`config.mk`:
```
export PLATFORM = sky130hd
export DESIGN_NAME = sync_fifo_param_flat
export DESIGN_NICKNAME = d
export VERILOG_FILES = /design/src/rtl/sync_fifo_param_if.sv /design/src/rtl/sync_fifo_param.sv /design/src/flat_wrapper.sv
export SDC_FILE = /design/constraint.sdc
export NUM_CORES = 1
export LEC_CHECK = 0
export CAP_MARGIN = 20
export CORE_AREA = 2 2 111 113
export DETAILED_ROUTE_END_ITERATION = 8
export DIE_AREA = 0 0 113 115
export PLACE_DENSITY = 0.82
export SLEW_MARGIN = 30
export SYNTH_ARGS = -nofsm -noshare
export SYNTH_HDL_FRONTEND = slang
export SYNTH_SLANG_ARGS = --single-unit
```
`constraint.sdc`:
```
create_clock -name clk -period 3.55 [get_ports clk]
set_input_delay 0.355 -clock clk [delete_from_list [all_inputs] [get_ports clk]]
set_output_delay 0.355 -clock clk [all_outputs]
set_load 0.02 [all_outputs]
```
`src/rtl/sync_fifo_param_if.sv`:
```
// Handshake bundle between a sync_fifo_param instance and its user.
// The master side is the producer/consumer logic; the slave side is the FIFO.
interface sync_fifo_param_if #(
  parameter int DATA_LINES = 8,
  parameter int ADDR_LINES = 4
);
  logic                  winc;
  logic [DATA_LINES-1:0] wdata;
  logic                  wfull;
  logic                  walmost_full;
  logic                  rinc;
  logic [DATA_LINES-1:0] rdata;
  logic                  rvalid;
  logic                  rempty;
  logic                  ralmost_empty;
  logic [ADDR_LINES:0]   count;
  logic                  overflow;
  logic                  underflow;

  modport master (
    output winc, wdata, rinc,
    input  wfull, walmost_full, rdata, rvalid, rempty, ralmost_empty,
           count, overflow, underflow
  );

  modport slave (
    input  winc, wdata, rinc,
    output wfull, walmost_full, rdata, rvalid, rempty, ralmost_empty,
           count, overflow, underflow
  );
endinterface

```
`src/rtl/sync_fifo_param.sv`:
```
// Single-clock parametrised FIFO with registered read data, occupancy count,
// almost-full/almost-empty thresholds and sticky overflow/underflow flags.
// Pointers carry one extra wrap bit so full and empty are told apart by the
// plain difference wptr - rptr.
module sync_fifo_param #(
  parameter int DATA_LINES = 8,
  parameter int ADDR_LINES = 4,
  parameter int AF_MARGIN  = 2,
  parameter int AE_MARGIN  = 2
) (
  input  logic             clk,
  input  logic             rst,
  sync_fifo_param_if.slave f
);

  localparam int DEPTH = 1 << ADDR_LINES;
  localparam int PW    = ADDR_LINES + 1;

  // An illegal margin (>= DEPTH) pins walmost_full high; a threshold of 0
  // makes the >= comparison always true.
  localparam int AF_LEVEL = (AF_MARGIN >= DEPTH) ? 0 : DEPTH - AF_MARGIN;
  localparam int AE_LEVEL = (AE_MARGIN >  DEPTH) ? DEPTH : AE_MARGIN;

  localparam logic [PW-1:0] FULL_V = PW'(DEPTH);
  localparam logic [PW-1:0] AF_V   = PW'(AF_LEVEL);
  localparam logic [PW-1:0] AE_V   = PW'(AE_LEVEL);

  logic [DATA_LINES-1:0] mem [DEPTH];
  logic [PW-1:0]         wptr;
  logic [PW-1:0]         rptr;
  logic [PW-1:0]         occ;
  logic [DATA_LINES-1:0] rdata_q;
  logic                  rvalid_q;
  logic                  overflow_q;
  logic                  underflow_q;
  logic                  full;
  logic                  empty;
  logic                  we;
  logic                  re;

  // Flags decode registered pointers only, so no request reaches an output
  // combinationally.
  assign occ   = wptr - rptr;
  assign full  = (occ == FULL_V);
  assign empty = (occ == '0);
  assign we    = f.winc && !full;
  assign re    = f.rinc && !empty;

  // Storage write port; reset takes priority over an accepted write.
  // NOTE: the array is deliberately not reset -- entries are unreachable
  // until rewritten because reset equalises the pointers.
  always_ff @(posedge clk) begin
    if (we && !rst) begin
      mem[wptr[ADDR_LINES-1:0]] <= f.wdata;
    end
  end

  // Pointer, read-data and sticky error state with synchronous reset.
  // NOTE: every register here uses <= so all updates see pre-edge values,
  // which is what makes simultaneous read/write use the old flags.
  always_ff @(posedge clk) begin
    if (rst) begin
      wptr        <= '0;
      rptr        <= '0;
      rdata_q     <= '0;
      rvalid_q    <= 1'b0;
      overflow_q  <= 1'b0;
      underflow_q <= 1'b0;
    end else begin
      if (we) begin
        wptr <= wptr + PW'(1);
      end
      if (re) begin
        rptr    <= rptr + PW'(1);
        rdata_q <= mem[rptr[ADDR_LINES-1:0]];
      end
      rvalid_q <= re;
      if (f.winc && full) begin
        overflow_q <= 1'b1;
      end
      if (f.rinc && empty) begin
        underflow_q <= 1'b1;
      end
    end
  end

  assign f.count         = occ;
  assign f.wfull         = full;
  assign f.rempty        = empty;
  assign f.walmost_full  = (occ >= AF_V);
  assign f.ralmost_empty = (occ <= AE_V);
  assign f.rdata         = rdata_q;
  assign f.rvalid        = rvalid_q;
  assign f.overflow      = overflow_q;
  assign f.underflow     = underflow_q;

endmodule

```
`src/flat_wrapper.sv`:
```
// flat-port wrapper written by rule: the top's interface ports become plain ports
module sync_fifo_param_flat 
#(
  parameter int DATA_LINES = 8,
  parameter int ADDR_LINES = 4,
  parameter int AF_MARGIN  = 2,
  parameter int AE_MARGIN  = 2
)
  (clk, rst, f_winc, f_wdata, f_rinc, f_wfull, f_walmost_full, f_rdata, f_rvalid, f_rempty, f_ralmost_empty, f_count, f_overflow, f_underflow);
  sync_fifo_param_if #(.DATA_LINES(DATA_LINES), .ADDR_LINES(ADDR_LINES)) f_i ();
  input  logic clk;
  input  logic rst;
  input wire logic [$bits(f_i.winc)-1:0] f_winc;
  input wire logic [$bits(f_i.wdata)-1:0] f_wdata;
  input wire logic [$bits(f_i.rinc)-1:0] f_rinc;
  output wire logic [$bits(f_i.wfull)-1:0] f_wfull;
  output wire logic [$bits(f_i.walmost_full)-1:0] f_walmost_full;
  output wire logic [$bits(f_i.rdata)-1:0] f_rdata;
  output wire logic [$bits(f_i.rvalid)-1:0] f_rvalid;
  output wire logic [$bits(f_i.rempty)-1:0] f_rempty;
  output wire logic [$bits(f_i.ralmost_empty)-1:0] f_ralmost_empty;
  output wire logic [$bits(f_i.count)-1:0] f_count;
  output wire logic [$bits(f_i.overflow)-1:0] f_overflow;
  output wire logic [$bits(f_i.underflow)-1:0] f_underflow;
  assign f_i.winc = f_winc;
  assign f_i.wdata = f_wdata;
  assign f_i.rinc = f_rinc;
  assign f_wfull = f_i.wfull;
  assign f_walmost_full = f_i.walmost_full;
  assign f_rdata = f_i.rdata;
  assign f_rvalid = f_i.rvalid;
  assign f_rempty = f_i.rempty;
  assign f_ralmost_empty = f_i.ralmost_empty;
  assign f_count = f_i.count;
  assign f_overflow = f_i.overflow;
  assign f_underflow = f_i.underflow;
  sync_fifo_param #(.DATA_LINES(DATA_LINES), .ADDR_LINES(ADDR_LINES), .AF_MARGIN(AF_MARGIN), .AE_MARGIN(AE_MARGIN)) u_core (.clk(clk), .rst(rst), .f(f_i));
endmodule
```
==> results.sh, run 1 <==
export IMPL_status="finished with violations"
export IMPL_violations="design-rule violations"
export IMPL_cts_tree="done"
export IMPL_swShare_pct=30.7
export IMPL_firstDrtPassIters=6
export IMPL_grt_pass1_wl_um=20200
export IMPL_cp_max_fo=20
export IMPL_n_fill_cell=813
export IMPL_ys_seq_elements=149
export IMPL_hpwl_um=8210
export IMPL_skew_ps=7.53
export IMPL_drt_iter0_drc=488
export IMPL_wl_per_cell_um=22.1
export IMPL_initial_core_util_pct=52.8
export IMPL_ys_flop_type="edfxtp_1"
export IMPL_ir_drop_mv=0.295
export IMPL_syn_avg_cell_area_um2=16.6
export IMPL_dieWidth_um=113
export IMPL_cts_root_buf="clkbuf_16"
export IMPL_final_nets=449
export IMPL_async_flop_share_pct=0
export IMPL_clock_latency_ps=420
export IMPL_max_cap_viol_count=0
export IMPL_yosysSeqAreaShare_pct=68.4
export IMPL_cp_data_arrival_time_ps=2920
export IMPL_multiInputGateArea_mm2=0.00184
export IMPL_fmax_mhz=305
export IMPL_pre_cts_slack_ps=267
export IMPL_yosysUniqueCellTypes=43
export IMPL_power_leakage_uw=0.00247
export IMPL_grt_pass1_vias=3531
export IMPL_endpoint_kind="output port"
export IMPL_worst_pin_slew_ps=819
export IMPL_clock_path_buffers=2
export IMPL_seqCellArea_mm2=0.00427
export IMPL_path_class="register to output port"
export IMPL_port_buffers=31
export IMPL_ios=32
export IMPL_clockPowerShare_pct=32.0
export IMPL_min_path_type="register to register"
export IMPL_fin_cells=587
export IMPL_hold_buffers=0
export IMPL_timing_final_crit_period_ps=3270
export IMPL_setup_violations=0
export IMPL_period_share_pct=92.2
export IMPL_p_comb_share_pct=30.7
export IMPL_grt_max_degree=38
export IMPL_intPower_uw=3840
export IMPL_dp_cells=554
export IMPL_gp_congestion=0.815
export IMPL_maxSlewViolCount=0
export IMPL_dieArea_mm2=0.0130
export IMPL_wl_um=12900
export IMPL_drc=6
export IMPL_p_switching_uw=1700
export IMPL_critical_path_required_ps=3190
export IMPL_numCtsBuffers=17
export IMPL_synth_area_mm2=0.00623
export IMPL_slew_headroom_pct=45.4
export IMPL_chipHeight_um=115
export IMPL_vias_per_cell=6.13
export IMPL_hold_violations=0
export IMPL_grt_total_usage_pct=21.3
export IMPL_grt_overflow=0
export IMPL_syn_to_final_growth_pct=19.3
export IMPL_power_frac_seq_pct=37.3
export IMPL_cts_sinks=149
export IMPL_fin_ws_ps=276
export IMPL_clk_pin_slew_ps=60
export IMPL_synth_warnings=0
export IMPL_synth_edff_count=128
export IMPL_drive_above_1_share_pct=24.3
export IMPL_rsz0062_at_grt="no"
export IMPL_syn_instance_count=376
export IMPL_syn_nets=398
export IMPL_rows=40
export IMPL_design_core_area_mm2=0.0118
export IMPL_cts_htree_levels=4
export IMPL_cp_start_kind="register"
export IMPL_antenna_found_initial=0
export IMPL_antenna_cells=0
export IMPL_num_vias=3596
export IMPL_ant_nets=0
export IMPL_powerDensity_mw_per_mm2=745
stage by stage:
| stage | power (µW) | util, % | hold slack (ps) | setup TNS (ps) | cell area [µm²] |
|---|---|---|---|---|---|
| CTS | 5570 | 62.9 | 480 | 0 | 7420 |
| global placement | 3740 | 57.7 | 447 | 0 | 6820 |
| detailed placement | 3790 | 57.8 | 466 | 0 | 6820 |
| global route | 5790 | 63.0 | 502 | 0 | 7440 |
| floorplan | 3180 | - | 454 | -15480 | 6230 |
| finish | 5540 | 63.0 | 474 | 0 | 7440 |
layout by cell type (no fill, tap or decap), types with 3 or more instances in the layout:
cell,count
a21oi_1,5
buf_4,24
bufinv_16,3
clkbuf_16,17
clkdlybuf4s50_1,27
clkinv_2,4
clkinvlp_4,4
dfxtp_1,20
dlymetal6s2s_1,3
edfxtp_1,128
ha_1,9
inv_1,14
mux2_2,8
mux2i_1,5
mux4_2,31
nand2_1,5
nand2b_1,13
nor2_1,29
nor2b_1,7
nor3_1,4
nor4_1,8
nor4b_2,5
o211ai_1,6
o22ai_1,13
o311ai_0,6
or4_1,8
cells by family after synthesis:
group,synth area share (%)
flip-flops,68.4
AND/OR/NAND/NOR,7.57
AO/OA/AOI/OAI,5.12
multiplexers,13.5
buffers and inverters,2.63
adder cells (fa/ha/maj),2.13
XOR/XNOR,0.683
cell usage after synthesis (6+ instances only):
cell type / number / share of area (%)
buf_2: 8 / 0.64
clkbuf_1: 12 / 0.72
dfxtp_1: 21 / 6.7
edfxtp_1: 128 / 62
ha_1: 9 / 1.8
inv_1: 14 / 0.84
mux2_2: 8 / 1.4
mux4_2: 31 / 11
nand2b_1: 13 / 1.3
nor2_1: 29 / 1.7
nor2b_1: 7 / 0.70
nor4_1: 8 / 0.80
o211ai_1: 6 / 0.72
o22ai_1: 13 / 1.3
o311ai_0: 6 / 0.84
or4_1: 8 / 0.96
power by group through the flow:
stage | Clock, µW | Sequential (µW) | Combinational [µW]
2_1_floorplan | 0 | 2170 | 1020
3_3_place_gp | 0 | 2100 | 1640
3_5_place_dp | 0 | 2100 | 1690
4_1_cts | 1800 | 2070 | 1700
5_1_grt | 1880 | 2080 | 1830
6_report | 1770 | 2070 | 1700
path summary, 6_finish.rpt:
kind	endpoint	depth (start not counted)	slack, ps	startpoint
worst max register to register	u_core.mem[1][5]	9	500	u_core.wptr[0]
worst min-delay path	u_core.f.overflow	2	470	u_core.f.overflow
worst max-delay path	f_count[4]	9	280	u_core.wptr[0]
worst min register to register	u_core.f.overflow	2	470	u_core.f.overflow
flip-flops by register name (all words and copies together), names as in the netlist:
name	flops
u_core.f.underflow	1
u_core.f.rvalid	1
u_core.f.overflow	1
u_core.rptr	5
u_core.mem	128
u_core.wptr	5
u_core.f.rdata	8
critical path: stages (launching register included):
cell,delay [ps]
dfxtp_1,410
inv_1,120
ha_1,220
fa_1,400
nand2b_1,170
a21oi_2,170
xor2_2,90
inv_2,60
buf_4,210
clkdlybuf4s50_1,640
metal layers:
metal | track usage [%] | share of wire [%] | wire, µm | up-vias
met5 | 0 | 0 | 0 | -
met3 | 6.33 | 6.6 | 856 | 19
met1 | 28.9 | 42 | 5400 | 1820
met2 | 34.3 | 50 | 6530 | 160
li1 | - | - | - | 1597
met4 | 5.61 | 1.3 | 165 | 0
repair_timing:
item,CTS,global route
cloned,0,0
buffers inserted,1,0
endpoints found under the setup margin,3,3
resized for setup,2,4
cell type report:
cell class,count,share of cell area (%)
flip-flops and latches,149,57.4
multi-input cells,189,24.8
repair buffers,55,6.68
clock buffers,18,5.77
well taps,147,2.47
clock inverters,14,2.17
inverters,15,0.757
No activity file was read; power rests on OpenSTA's default activity.
==> run 2: changes to the inputs <==
CORE_AREA = 10 10 119 121   (was 2 2 111 113)
DIE_AREA = 0 0 129 131   (was 0 0 113 115)
==> results.sh, run 2 (synthesis gave the netlist of run 1 again) <==
export IMPL_syn_to_final_growth_pct=19.4
export IMPL_power_leakage_uw=0.00249
export IMPL_dieArea_mm2=0.0169
export IMPL_grt_pass1_vias=3744
export IMPL_max_cap_viol_count=0
export IMPL_num_vias=3649
export IMPL_cts_sinks=149
export IMPL_cts_root_buf="clkbuf_16"
export IMPL_largest_reg_flops=128
export IMPL_grt_met1_usage_pct=21.4
export IMPL_hold_buffers=0
export IMPL_fmax_mhz=306
export IMPL_intPower_uw=3930
export IMPL_cp_max_fo=20
export IMPL_wl_per_cell_um=23.3
export IMPL_clk_pin_slew_ps=60
export IMPL_antenna_cells=0
export IMPL_initial_core_util_pct=52.8
export IMPL_grt_total_usage_pct=17.2
export IMPL_timing_final_crit_period_ps=3260
export IMPL_cts_tree="done"
export IMPL_design_core_area_mm2=0.0118
export IMPL_hpwl_um=8710
export IMPL_final_nets=448
export IMPL_antenna_found_initial=0
export IMPL_grt_pass1_wl_um=21700
export IMPL_cts_htree_levels=4
export IMPL_layout_commonest_cell="edfxtp_1"
export IMPL_timing_setup_tns_ps=0
export IMPL_ant_nets=0
export IMPL_vias_per_cell=6.23
export IMPL_swShare_pct=30.0
export IMPL_power_frac_seq_pct=36.8
export IMPL_skew_ps=7.50
export IMPL_powerDensity_mw_per_mm2=754
export IMPL_clockPowerShare_pct=33.2
export IMPL_endpoint_kind="output port"
export IMPL_drt_iter0_drc=554
export IMPL_clock_path_buffers=2
export IMPL_wl_um=13600
export IMPL_cts_resized=0
export IMPL_clock_latency_ps=410
export IMPL_grt_max_degree=38
export IMPL_post_cts_buffers=0
export IMPL_min_path_type="register to register"
export IMPL_ir_drop_mv=0.394
export IMPL_final_core_util_pct=63.0
export IMPL_setup_violations=0
export IMPL_p_switching_uw=1680
export IMPL_cp_data_arrival_time_ps=2910
export IMPL_drive_above_1_share_pct=23.0
export IMPL_slew_headroom_pct=40.6
export IMPL_cp_start_kind="register"
export IMPL_firstDrtPassIters=5
export IMPL_dieWidth_um=129
export IMPL_chipHeight_um=131
export IMPL_use_met3_pct=5.36
export IMPL_gr_usage_met2_pct=28.5
export IMPL_ios=32
export IMPL_path_class="register to output port"
export IMPL_rows=40
export IMPL_period_share_pct=91.9
export IMPL_status="complete, no violations"
export IMPL_numCtsBuffers=17
export IMPL_busiest_layer="met2"
export IMPL_maxSlewViolCount=0
export IMPL_hold_violations=0
export IMPL_worst_pin_slew_ps=888
export IMPL_gp_congestion=0.951
export IMPL_drc=0
export IMPL_port_buffers=31
export IMPL_final_cell_mix="128 x edfxtp_1, 31 x mux4_2, 29 x nor2_1"
export IMPL_grt_overflow=0
export IMPL_p_comb_share_pct=30.0
export IMPL_critical_path_required_ps=3190
export IMPL_rsz0062_at_grt="no"
-- run 2: cell type report --
type | count | area [µm²]
multi-input cells | 189 | 1820
repair buffers | 54 | 493
clock inverters | 12 | 179
fillers | 786 | 4370
well taps | 147 | 184
clock buffers | 20 | 447
inverters | 15 | 56.3
flip-flops and latches | 149 | 4270
-- run 2: path summary, 6_finish.rpt --
| path | slack, ps | end | start | cells past startpoint |
|---|---|---|---|---|
| worst max-delay path | 290 | f_count[4] | u_core.wptr[0] | 9 |
| worst min-delay path | 470 | u_core.f.overflow | u_core.f.overflow | 2 |
| worst max register to register | 350 | u_core.mem[7][7] | u_core.wptr[2] | 7 |
| worst min register to register | 470 | u_core.f.overflow | u_core.f.overflow | 2 |
-- run 2: metrics by stage --
stage               cell area, µm²  setup WS (ps)  hold slack [ps]  cells  total power [µW]
floorplan                     6230           -226              454    376              3180
global placement              6790            370              446    554              3740
detailed placement            6800            458              460    554              3790
CTS                           7420           7.89              473    586              5650
global route                  7440           97.3              513    586              5870
finish                        7440            286              470    586              5610
-- run 2: critical path, cell delays in order (launching register included) --
cell and delay (ps):
dfxtp_1 400, inv_1 120, ha_1 210, fa_1 400, nand2b_1 180, a21oi_2 170
xor2_2 90, inv_2 60, buf_4 220, clkdlybuf4s50_1 640
-- run 2: layer usage --
layer  part of all wire, %  routed length (µm)  up-vias
met2                    50                6830      190
met5                     0                   0        -
met3                   8.4                1140       23
met4                   2.0                 267        0
met1                    40                5400     1844
li1                      -                   -     1592
-- run 2: power by group through the flow --
stage | registers (µW) | clock network (µW) | logic [µW]
2_1_floorplan | 2170 | 0 | 1020
3_3_place_gp | 2100 | 0 | 1640
3_5_place_dp | 2100 | 0 | 1680
4_1_cts | 2070 | 1890 | 1700
5_1_grt | 2080 | 1970 | 1830
6_report | 2070 | 1860 | 1680
==> run 3: changes to the inputs <==
CTS_BUF_LIST = sky130_fd_sc_hd__clkbuf_8 sky130_fd_sc_hd__clkbuf_16   (was default)
==> results.sh, run 3 (synthesis gave the netlist of run 1 again) <==
export IMPL_antenna_found_initial=0
export IMPL_final_core_util_pct=63.0
export IMPL_power_frac_seq_pct=36.8
export IMPL_p_switching_uw=1680
export IMPL_dp_cells=554
export IMPL_rows=40
export IMPL_skew_ps=7.58
export IMPL_path_cells="inv_1, ha_1, fa_1, nand2b_1, a21oi_2, xor2_2, inv_2, buf_4, clkdlybuf4s50_1"
export IMPL_reg2reg_from="u_core.wptr[2]"
export IMPL_clock_path_buffers=2
export IMPL_port_buffers=31
export IMPL_fin_cells=586
export IMPL_r2r_end="u_core.mem[7][7]"
export IMPL_path_class="register to output port"
export IMPL_firstDrtPassIters=5
export IMPL_wl_um=13700
export IMPL_grt_total_usage_pct=17.2
export IMPL_hpwl_um=8710
export IMPL_p_comb_share_pct=30.0
export IMPL_n_fill_cell=786
export IMPL_cp_start_kind="register"
export IMPL_slew_headroom_pct=40.2
export IMPL_grt_pass1_wl_um=21700
export IMPL_powerDensity_mw_per_mm2=754
export IMPL_endpoint_kind="output port"
export IMPL_gp_congestion=0.951
export IMPL_syn_to_final_growth_pct=19.4
export IMPL_critical_path_required_ps=3190
export IMPL_worst_pin_slew_ps=894
export IMPL_cts_sinks=149
export IMPL_grt_pass1_vias=3744
export IMPL_post_cts_buffers=0
export IMPL_rsz0062_at_grt="no"
export IMPL_final_cell_mix="128 x edfxtp_1, 31 x mux4_2, 29 x nor2_1"
export IMPL_clk_pin_slew_ps=60
export IMPL_dieWidth_um=129
export IMPL_intPower_uw=3930
export IMPL_ios=32
export IMPL_drt_iter0_drc=555
export IMPL_maxSlewViolCount=0
export IMPL_clock_latency_ps=410
export IMPL_hold_depth=2
export IMPL_design_core_area_mm2=0.0118
export IMPL_setup_violations=0
export IMPL_cts_htree_levels=4
export IMPL_cp_slowest_cell="clkdlybuf4s50_1"
export IMPL_largest_reg_flops=128
export IMPL_timing_final_crit_period_ps=3260
export IMPL_min_path_type="register to register"
export IMPL_hold_start="u_core.f.overflow"
export IMPL_numCtsBuffers=17
export IMPL_chipHeight_um=131
export IMPL_ir_drop_mv=0.395
export IMPL_pre_cts_slack_ps=458
export IMPL_clockPowerShare_pct=33.1
export IMPL_layout_commonest_cell="edfxtp_1"
export IMPL_fin_ws_ps=287
export IMPL_holdPathEnd="u_core.f.overflow"
export IMPL_cts_tree="done"
export IMPL_dieArea_mm2=0.0169
export IMPL_power_leakage_uw=0.00250
export IMPL_r2r_cells=7
export IMPL_drc=0
export IMPL_drive_above_1_share_pct=23.0
export IMPL_swShare_pct=30.0
export IMPL_finalPower_uw=5610
export IMPL_period_share_pct=91.9
export IMPL_cp_max_fo=20
export IMPL_max_cap_viol_count=0
export IMPL_r2r_slack_ps=340
export IMPL_path_buf_inv=4
export IMPL_grt_overflow=0
export IMPL_grt_max_degree=38
export IMPL_ant_nets=0
export IMPL_status="complete, no violations"
export IMPL_vias_per_cell=6.24
export IMPL_antenna_cells=0
export IMPL_fmax_mhz=306
export IMPL_num_vias=3654
export IMPL_critical_path_top_delay_family="buffers and inverters"
export IMPL_slowest_delay_ps=640
export IMPL_timing_setup_tns_ps=0
export IMPL_initial_core_util_pct=52.8
export IMPL_cts_root_buf="clkbuf_16"
export IMPL_hold_violations=0
export IMPL_cp_data_arrival_time_ps=2910
export IMPL_wl_per_cell_um=23.3
export IMPL_final_nets=448
==> run 3: cell count changes in the layout (fill, tap and decap cells not counted), sizes merged <==
cell	delta
clkbuf	-2
inv	+2
==> run 3: per-layer routing <==
layer / track usage, % / routed length [µm] / up-vias
met4: 5.28 / 253 / 0
met2: 28.5 / 6870 / 180
met3: 5.36 / 1080 / 19
li1: - / - / 1592
met5: 0 / 0 / -
met1: 21.4 / 5470 / 1863
==> run 3: worst max-delay path by stage <==
stage                         from  slack, ps  cells after the start                 to
global placement    u_core.wptr[0]        370                      9  u_core.mem[13][5]
finish              u_core.wptr[0]        290                      9         f_count[4]
detailed placement  u_core.wptr[0]        460                     10   u_core.mem[6][6]
global route        u_core.wptr[0]        100                      9         f_count[4]
floorplan           u_core.rptr[2]       -230                     10   u_core.mem[1][0]
CTS                 u_core.wptr[0]          8                      9    f_ralmost_empty
==> run 3: metrics by stage <==
step | instance area [µm²] | hold WS (ps)
final | 7440 | 470
after global routing | 7440 | 513
after CTS | 7420 | 473
after detailed placement | 6800 | 460
after global placement | 6790 | 446
after floorplan | 6230 | 454
==> run 3: timing repair <==
action	4_1_cts	5_1_grt
hold buffers	0	0
endpoints found under the hold margin	0	0
resized for setup	0	6
endpoints found under the setup margin	0	4
==> run 3: power groups by stage <==
stage	clock [µW]	sequential [µW]	combinational [µW]
after floorplan	0	2170	1020
after global placement	0	2100	1640
after detailed placement	0	2100	1680
after CTS	1880	2070	1700
after global routing	1970	2080	1830
final	1860	2070	1680
==> run 3: layout make-up <==
class	count	area, µm²	area share, %
flip-flops and latches	149	4270	57.3
multi-input cells	189	1820	24.4
clock buffers	18	439	5.90
inverters	15	56.3	0.757
clock inverters	14	186	2.51
repair buffers	54	493	6.63
well taps	147	184	2.47
==> run 3: worst register-to-register path, cell delays in order, from the launching register on <==
cell and delay, ps:
dfxtp_1 710, ha_1 420, xnor2_1 430, a211oi_1 120
nor2_1 200, o21ai_2 240, nor4b_1 510, buf_4 280
